`config.mk`:
```
export PLATFORM = sky130hd
export DESIGN_NAME = match_controller
export DESIGN_NICKNAME = d
export VERILOG_FILES = /design/src/rtl/ping_pong_pkg.sv /design/src/rtl/button_press_sync.sv /design/src/rtl/match_controller.sv
export SDC_FILE = /design/constraint.sdc
export NUM_CORES = 1
export LEC_CHECK = 0
export CORE_MARGIN = 1
export CORE_UTILIZATION = 32
export DETAILED_ROUTE_END_ITERATION = 12
export PLACE_DENSITY = 0.55
export SLEW_MARGIN = 20
export SYNTH_ARGS = -nofsm -noshare
export SYNTH_HDL_FRONTEND = slang
export SYNTH_HIERARCHICAL = 1
export SYNTH_SLANG_ARGS = --single-unit
```
`constraint.sdc`:
```
create_clock -name clk -period 3.05 [get_ports clk]
set_clock_uncertainty 0.1 [all_clocks]
set_input_delay 0.305 -clock clk [delete_from_list [all_inputs] [get_ports clk]]
set_output_delay 0.305 -clock clk [all_outputs]
set_load 0.05 [all_outputs]
```
`src/rtl/ping_pong_pkg.sv`:
```
// Encodings and defaults shared by the ping-pong game blocks.
package ping_pong_pkg;

  localparam logic [1:0] ST_SERVE = 2'd0;
  localparam logic [1:0] ST_PLAY  = 2'd1;
  localparam logic [1:0] ST_DONE  = 2'd2;
  localparam logic [1:0] ST_POINT = 2'd3;

  localparam logic [1:0] WIN_NONE = 2'd0;
  localparam logic [1:0] WIN_P1   = 2'd1;
  localparam logic [1:0] WIN_P2   = 2'd2;
  localparam logic [1:0] WIN_TIE  = 2'd3;

  localparam int unsigned DEF_WIN_SCORE     = 7;
  localparam int unsigned DEF_MATCH_SECONDS = 60;

  // Result of a finished match from the two scores.
  function automatic logic [1:0] pick_winner(input logic [3:0] a, input logic [3:0] b);
    if (a > b) return WIN_P1;
    if (a < b) return WIN_P2;
    return WIN_TIE;
  endfunction

endpackage

```
`src/rtl/button_press_sync.sv`:
```
// Two-flop synchroniser for an active-low button plus a press (falling-edge) detector.
module button_press_sync (
  input  logic clk,
  input  logic rst_n,
  input  logic pin,
  output logic press_c
);

  logic meta;
  logic sync;
  logic sync_d;

  always_ff @(posedge clk or negedge rst_n) begin
    if (!rst_n) begin
      meta   <= 1'b1;
      sync   <= 1'b1;
      sync_d <= 1'b1;
    end else begin
      meta   <= pin;
      sync   <= meta;
      sync_d <= sync;
    end
  end

  assign press_c = sync_d & ~sync;

endmodule

```
`src/rtl/match_controller.sv`:
```
// Match sequencer: serve/play/point/done FSM, scores, serve ownership and countdown timer.
// Optional macro MATCH_AUTO_SERVE_EN: serve automatically after SERVE_TIMEOUT idle ticks.
module match_controller
  import ping_pong_pkg::*;
#(
  parameter int unsigned TICK_DIV      = 50000000,
  parameter int unsigned MATCH_SECONDS = DEF_MATCH_SECONDS,
  parameter int unsigned WIN_SCORE     = DEF_WIN_SCORE,
  parameter int unsigned PAUSE_TICKS   = 2,
  parameter int unsigned SERVE_TIMEOUT = 5
) (
  input  logic       clk,
  input  logic       reset,
  input  logic       p1l,
  input  logic       p1r,
  input  logic       p2l,
  input  logic       p2r,
  input  logic       ball_out_left,
  input  logic       ball_out_right,
  output logic [1:0] game_state,
  output logic       server,
  output logic       serve_go,
  output logic [3:0] p1_score,
  output logic [3:0] p2_score,
  output logic [5:0] time_cnt,
  output logic [1:0] winner
);

  localparam int unsigned TICK_W = (TICK_DIV > 1) ? $clog2(TICK_DIV) : 1;
  localparam int unsigned PH_MAX = (PAUSE_TICKS > SERVE_TIMEOUT) ? PAUSE_TICKS : SERVE_TIMEOUT;
  localparam int unsigned PH_W   = (PH_MAX > 1) ? $clog2(PH_MAX) : 1;

  logic [3:0]        press_c;
  logic [TICK_W-1:0] tick_cnt, tick_cnt_n;
  logic [PH_W-1:0]   phase_cnt, phase_cnt_n;
  logic [1:0]        state_n, winner_n;
  logic              server_n, go_n;
  logic [3:0]        p1_n, p2_n;
  logic [5:0]        time_n;
  logic              running_c, tick_c, serve_req_c, timeout_c;

  button_press_sync u_p1l (.clk(clk), .rst_n(reset), .pin(p1l), .press_c(press_c[0]));
  button_press_sync u_p1r (.clk(clk), .rst_n(reset), .pin(p1r), .press_c(press_c[1]));
  button_press_sync u_p2l (.clk(clk), .rst_n(reset), .pin(p2l), .press_c(press_c[2]));
  button_press_sync u_p2r (.clk(clk), .rst_n(reset), .pin(p2r), .press_c(press_c[3]));

`ifdef MATCH_AUTO_SERVE_EN
  assign running_c = (game_state != ST_DONE);
  assign timeout_c = tick_c && (game_state == ST_SERVE) &&
                     (phase_cnt == PH_W'(SERVE_TIMEOUT - 1));
`else
  assign running_c = (game_state == ST_PLAY) || (game_state == ST_POINT);
  assign timeout_c = 1'b0;
`endif

  assign tick_c      = running_c && (tick_cnt == TICK_W'(TICK_DIV - 1));
  assign serve_req_c = server ? (press_c[2] | press_c[3]) : (press_c[0] | press_c[1]);

  // Next-state and next-output logic.
  always_comb begin
    state_n  = game_state;
    server_n = server;
    go_n     = 1'b0;
    p1_n     = p1_score;
    p2_n     = p2_score;
    time_n   = time_cnt;
    winner_n = winner;

    case (game_state)
      ST_SERVE: begin
        if (serve_req_c || timeout_c) begin
          go_n    = 1'b1;
          state_n = ST_PLAY;
        end
      end
      ST_PLAY: begin
        if (tick_c && time_cnt != 6'd0) time_n = time_cnt - 6'd1;
        if (ball_out_right && !ball_out_left) begin
          if (p1_score < 4'(WIN_SCORE)) p1_n = p1_score + 4'd1;
          server_n = 1'b1;
          state_n  = (p1_n == 4'(WIN_SCORE)) ? ST_DONE : ST_POINT;
        end else if (ball_out_left && !ball_out_right) begin
          if (p2_score < 4'(WIN_SCORE)) p2_n = p2_score + 4'd1;
          server_n = 1'b0;
          state_n  = (p2_n == 4'(WIN_SCORE)) ? ST_DONE : ST_POINT;
        end
        // A simultaneous score is already in p1_n/p2_n before the time-out ends the match.
        if (tick_c && time_n == 6'd0) state_n = ST_DONE;
      end
      ST_POINT: begin
        if (tick_c && phase_cnt == PH_W'(PAUSE_TICKS - 1)) state_n = ST_SERVE;
      end
      default: ;
    endcase

    if (state_n == ST_DONE && game_state != ST_DONE) winner_n = pick_winner(p1_n, p2_n);

    if (!running_c || state_n != game_state || tick_c) tick_cnt_n = '0;
    else tick_cnt_n = tick_cnt + TICK_W'(1);

    // Ticks spent in SERVE/POINT; restarts on every state change.
    if (state_n != game_state) phase_cnt_n = '0;
    else if (tick_c && game_state != ST_PLAY) phase_cnt_n = phase_cnt + PH_W'(1);
    else phase_cnt_n = phase_cnt;
  end

  always_ff @(posedge clk or negedge reset) begin
    if (!reset) begin
      game_state <= ST_SERVE;
      server     <= 1'b0;
      serve_go   <= 1'b0;
      p1_score   <= 4'd0;
      p2_score   <= 4'd0;
      time_cnt   <= 6'(MATCH_SECONDS);
      winner     <= WIN_NONE;
      tick_cnt   <= '0;
      phase_cnt  <= '0;
    end else begin
      game_state <= state_n;
      server     <= server_n;
      serve_go   <= go_n;
      p1_score   <= p1_n;
      p2_score   <= p2_n;
      time_cnt   <= time_n;
      winner     <= winner_n;
      tick_cnt   <= tick_cnt_n;
      phase_cnt  <= phase_cnt_n;
    end
  end

endmodule

```
==> results of run 1 <==
## power by group through the flow
stage	Combinational (mW)	Sequential [mW]	Clock (mW)
2_1_floorplan	0.0158	0.850	0
3_3_place_gp	0.0545	0.846	0
3_5_place_dp	0.0547	0.846	0
4_1_cts	0.0551	0.831	0.888
5_1_grt	0.0610	0.832	0.922
6_report	0.0538	0.831	0.857
## logic make-up after synthesis
family	synth area share
xor+xnor	0.08287
simple gates	0.2526
fa+ha+maj	0.05130
flops	0.4878
buf+inv	0.02763
compound gates	0.07735
mux	0.02052
## final cells by class
class	count	area (µm²)	share of cell area
multi-input cells	218	1555	0.3966
flip-flops and latches	61	1546	0.3944
repair buffers	39	355.3	0.09062
well taps	129	161.4	0.04116
clock buffers	10	148.9	0.03797
clock inverters	6	93.84	0.02393
inverters	16	60.06	0.01532
## cells in the final DEF, fill, tap and decap left out, drive strengths merged, types with 3 or more instances in the layout
cell type / instances
a21oi: 5
nor4: 7
o21a: 3
xnor2: 22
inv: 16
nand4: 11
o21ai: 7
nor2: 37
mux2: 4
buf: 13
or3: 5
and4: 6
nor3: 11
nand3: 14
clkbuf: 10
xor2: 8
dfstp: 16
clkinv: 3
ha: 13
nor2b: 8
dfrtp: 45
a21o: 3
nor4b: 3
nand2: 19
clkdlybuf4s50: 26
## worst max-delay path, delay by kind of cell
kind                     cells  cell delay [ns]
adder cells (fa/ha/maj)      2             0.43
AND/OR/NAND/NOR              2             0.55
buffers and inverters        3             0.59
multiplexers                 2             0.48
AO/OA/AOI/OAI                4             0.73
## worst min-delay path by stage
| stage | start | to | cells after the start | slack (ns) |
|---|---|---|---|---|
| global route | reset | tick_cnt[2] | 2 | 0.09 |
| finish | reset | tick_cnt[18] | 2 | 0.03 |
| floorplan | reset | game_state[0] | 0 | -0.09 |
| detailed placement | u_p2r/meta | u_p2r/sync | 0 | 0.25 |
| CTS | reset | tick_cnt[2] | 2 | 0.05 |
| global placement | u_p2r/meta | u_p2r/sync | 0 | 0.25 |
## timing repair
action                                  CTS  global route
gates resized for setup                   1             4
hold buffers                              0             0
endpoints found under the setup margin    1             2
setup buffers                             0             1
pin swaps                                 0             1
## metal layers
layer	GRT usage	share of wire	vias to the layer above
met5	0	0	-
met2	0.2079	0.45	22
met1	0.1859	0.51	1104
met4	0.05686	0.015	0
li1	-	-	1163
met3	0.03727	0.024	10
## registers in the layout (all words and copies together), names as in the netlist, 2 cells and up
name / cells
tick_cnt: 26
time_cnt: 6
p1_score: 4
p2_score: 4
phase_cnt: 3
game_state: 2
winner: 2
==> run metrics, run 1 <==
combinational share of power=0.031; Cell Rows=35; shortest period the worst path allows=just under 3 ns; status=finished, final reports clean; Syn Inst Count=between 300 and 400; layout cells sized above 1=0.1743; Clock power frac=0.492; Hold Vio Cnt, Final=0; Register-to-Register Setup Slack=approximately 0.38 ns; reg-to-reg critical path startpoint=time_cnt[0]; most frequent cell after synthesis=dfrtp_1; pre-CTS setup slack=-0.3372 ns; most frequent cells after synthesis=dfrtp_1 (45), nor2_1 (37), xnor2_1 (22); Async S/R FF share, synth=1.000; sequential area share after synthesis=0.4878; Starting Density=0.3367; Internal=1.361 mW; clk root buf=clkbuf_8; fin cells=479; Min-Delay Path Class=input pin to asynchronous set/reset pin; Overflow after GRT=0; Layout area overhead=23.68%; diodes inserted=0; drt drc=0; post-DR vias/cell=around 4.8; GR Util All Layers=0.1376; CP Data Required Time=between 3 and 4 ns; Crit Path Max Fanout=2; slowest stage delay, CP=about 0.48 ns; CP startpoint kind=input pin; synthesis-stage register bit count=61; Mapped Nets=between 300 and 400; placed insts=462; maxcap violations=0; Crit Path Category=input pin to flip-flop; Yosys top cell by area=dfrtp_1; first-pass GRT wire length=between 10 and 15 mm; Ys Warns=6; Hold Slack=0.02681 ns; PD cells=between 400 and 500 nW/µm²; GPL Wtd Cong=0.8004; Clock transition at path regs=about 0.080 ns; Die Y=between 100 and 150 µm; reg2reg end=winner[1]; TNS Setup=0 ns; post-route ant nets=0; Synth top area share=0.3552; DR vias=around 2300; worst skew pair latency=between 0.3 and 0.4 ns; post-detail-place hpwl=between 4 and 5 mm; drt first pass iters=4; CP Cell Sequence=clkdlybuf4s50_1 > inv_1 > ha_1 > or3b_4 > a211oi_4 > mux2_4 > inv_1 > ha_1 > nor2b_1 > o21a_1 > o21a_1 > o21ai_1 > mux2_1; worst slew pin tran=0.7698 ns; Synth Area per Inst=10.53 µm²; Synth area leaders=dfrtp_1 (36%), dfstp_2 (13%), xnor2_1 (6.1%); Slew Limit Fails=0; Slowest cell on crit path=clkdlybuf4s50_1; number of flops mapped to enable cells by yosys=0; wire per inst=13.01 µm; I/O pin cnt=28; Die Wd=about 100 µm; Worst Reg-to-Reg Cells=7; Port Buffers=27; Cell variety after synth=between 50 and 60; Fillers=between 900 and 1000; Iteration-0 DRC Markers=74; Switching Fraction=0.2183; worst vdd rail ir drop=between 200 and 300 µV; drt total wl=approximately 6.2 mm; Setup WS post-layout=0.1530 ns; RSZ-0062 raised after global routing=no; Die ar.=slightly above 10000 µm²; Peak Freq=about 350 MHz; Setup crit end kind=flip-flop; post-layout power=about 1.7 mW; utilization after layout=0.4165; Synth Flop Type=dfrtp_1; vias in the first global route=roughly 2200; Slew Limit Headroom=0.4868; Critical Path AT=between 3 and 4 ns; CP Launch Point=ball_out_left; sequential power share=0.477; clock sinks=61; Critical path destination=winner[1]; endpoints failing setup=0; Max Root-Sink Buffers=2; CTS tree=yes; Tcrit/Tclk final=0.9498; Post-DP Area=between 3000 and 4000 µm²; initial antenna violation count=0; pin count of the biggest net entering global routing=62; core box area=9415 µm²; switching power=roughly 0.38 mW; Final #Nets=between 300 and 400; Cell Area, Synth=around 3200 µm²; LEAKAGE=1.526 nW; H-Tree Depth=3; final instance area=3921 µm²; CTS Buf Count=9
(Power assumes the default switching activity.)
==> run 2, diff against run 1 <==
--- a/config.mk
+++ b/config.mk
@@ -14,3 +14,4 @@
 export SYNTH_HDL_FRONTEND = slang
 export SYNTH_HIERARCHICAL = 1
 export SYNTH_SLANG_ARGS = --single-unit
+export TNS_END_PERCENT = 50
==> results of run 2 <==
Same layout as run 1: the final DEF is identical, and so are final timing and power.
==> run 3, diff against run 2 <==
--- a/config.mk
+++ b/config.mk
@@ -14,4 +14,3 @@
 export SYNTH_HDL_FRONTEND = slang
 export SYNTH_HIERARCHICAL = 1
 export SYNTH_SLANG_ARGS = --single-unit
-export TNS_END_PERCENT = 50
==> results of run 3 <==
Same layout as run 1: the final DEF is identical, and so are final timing and power.
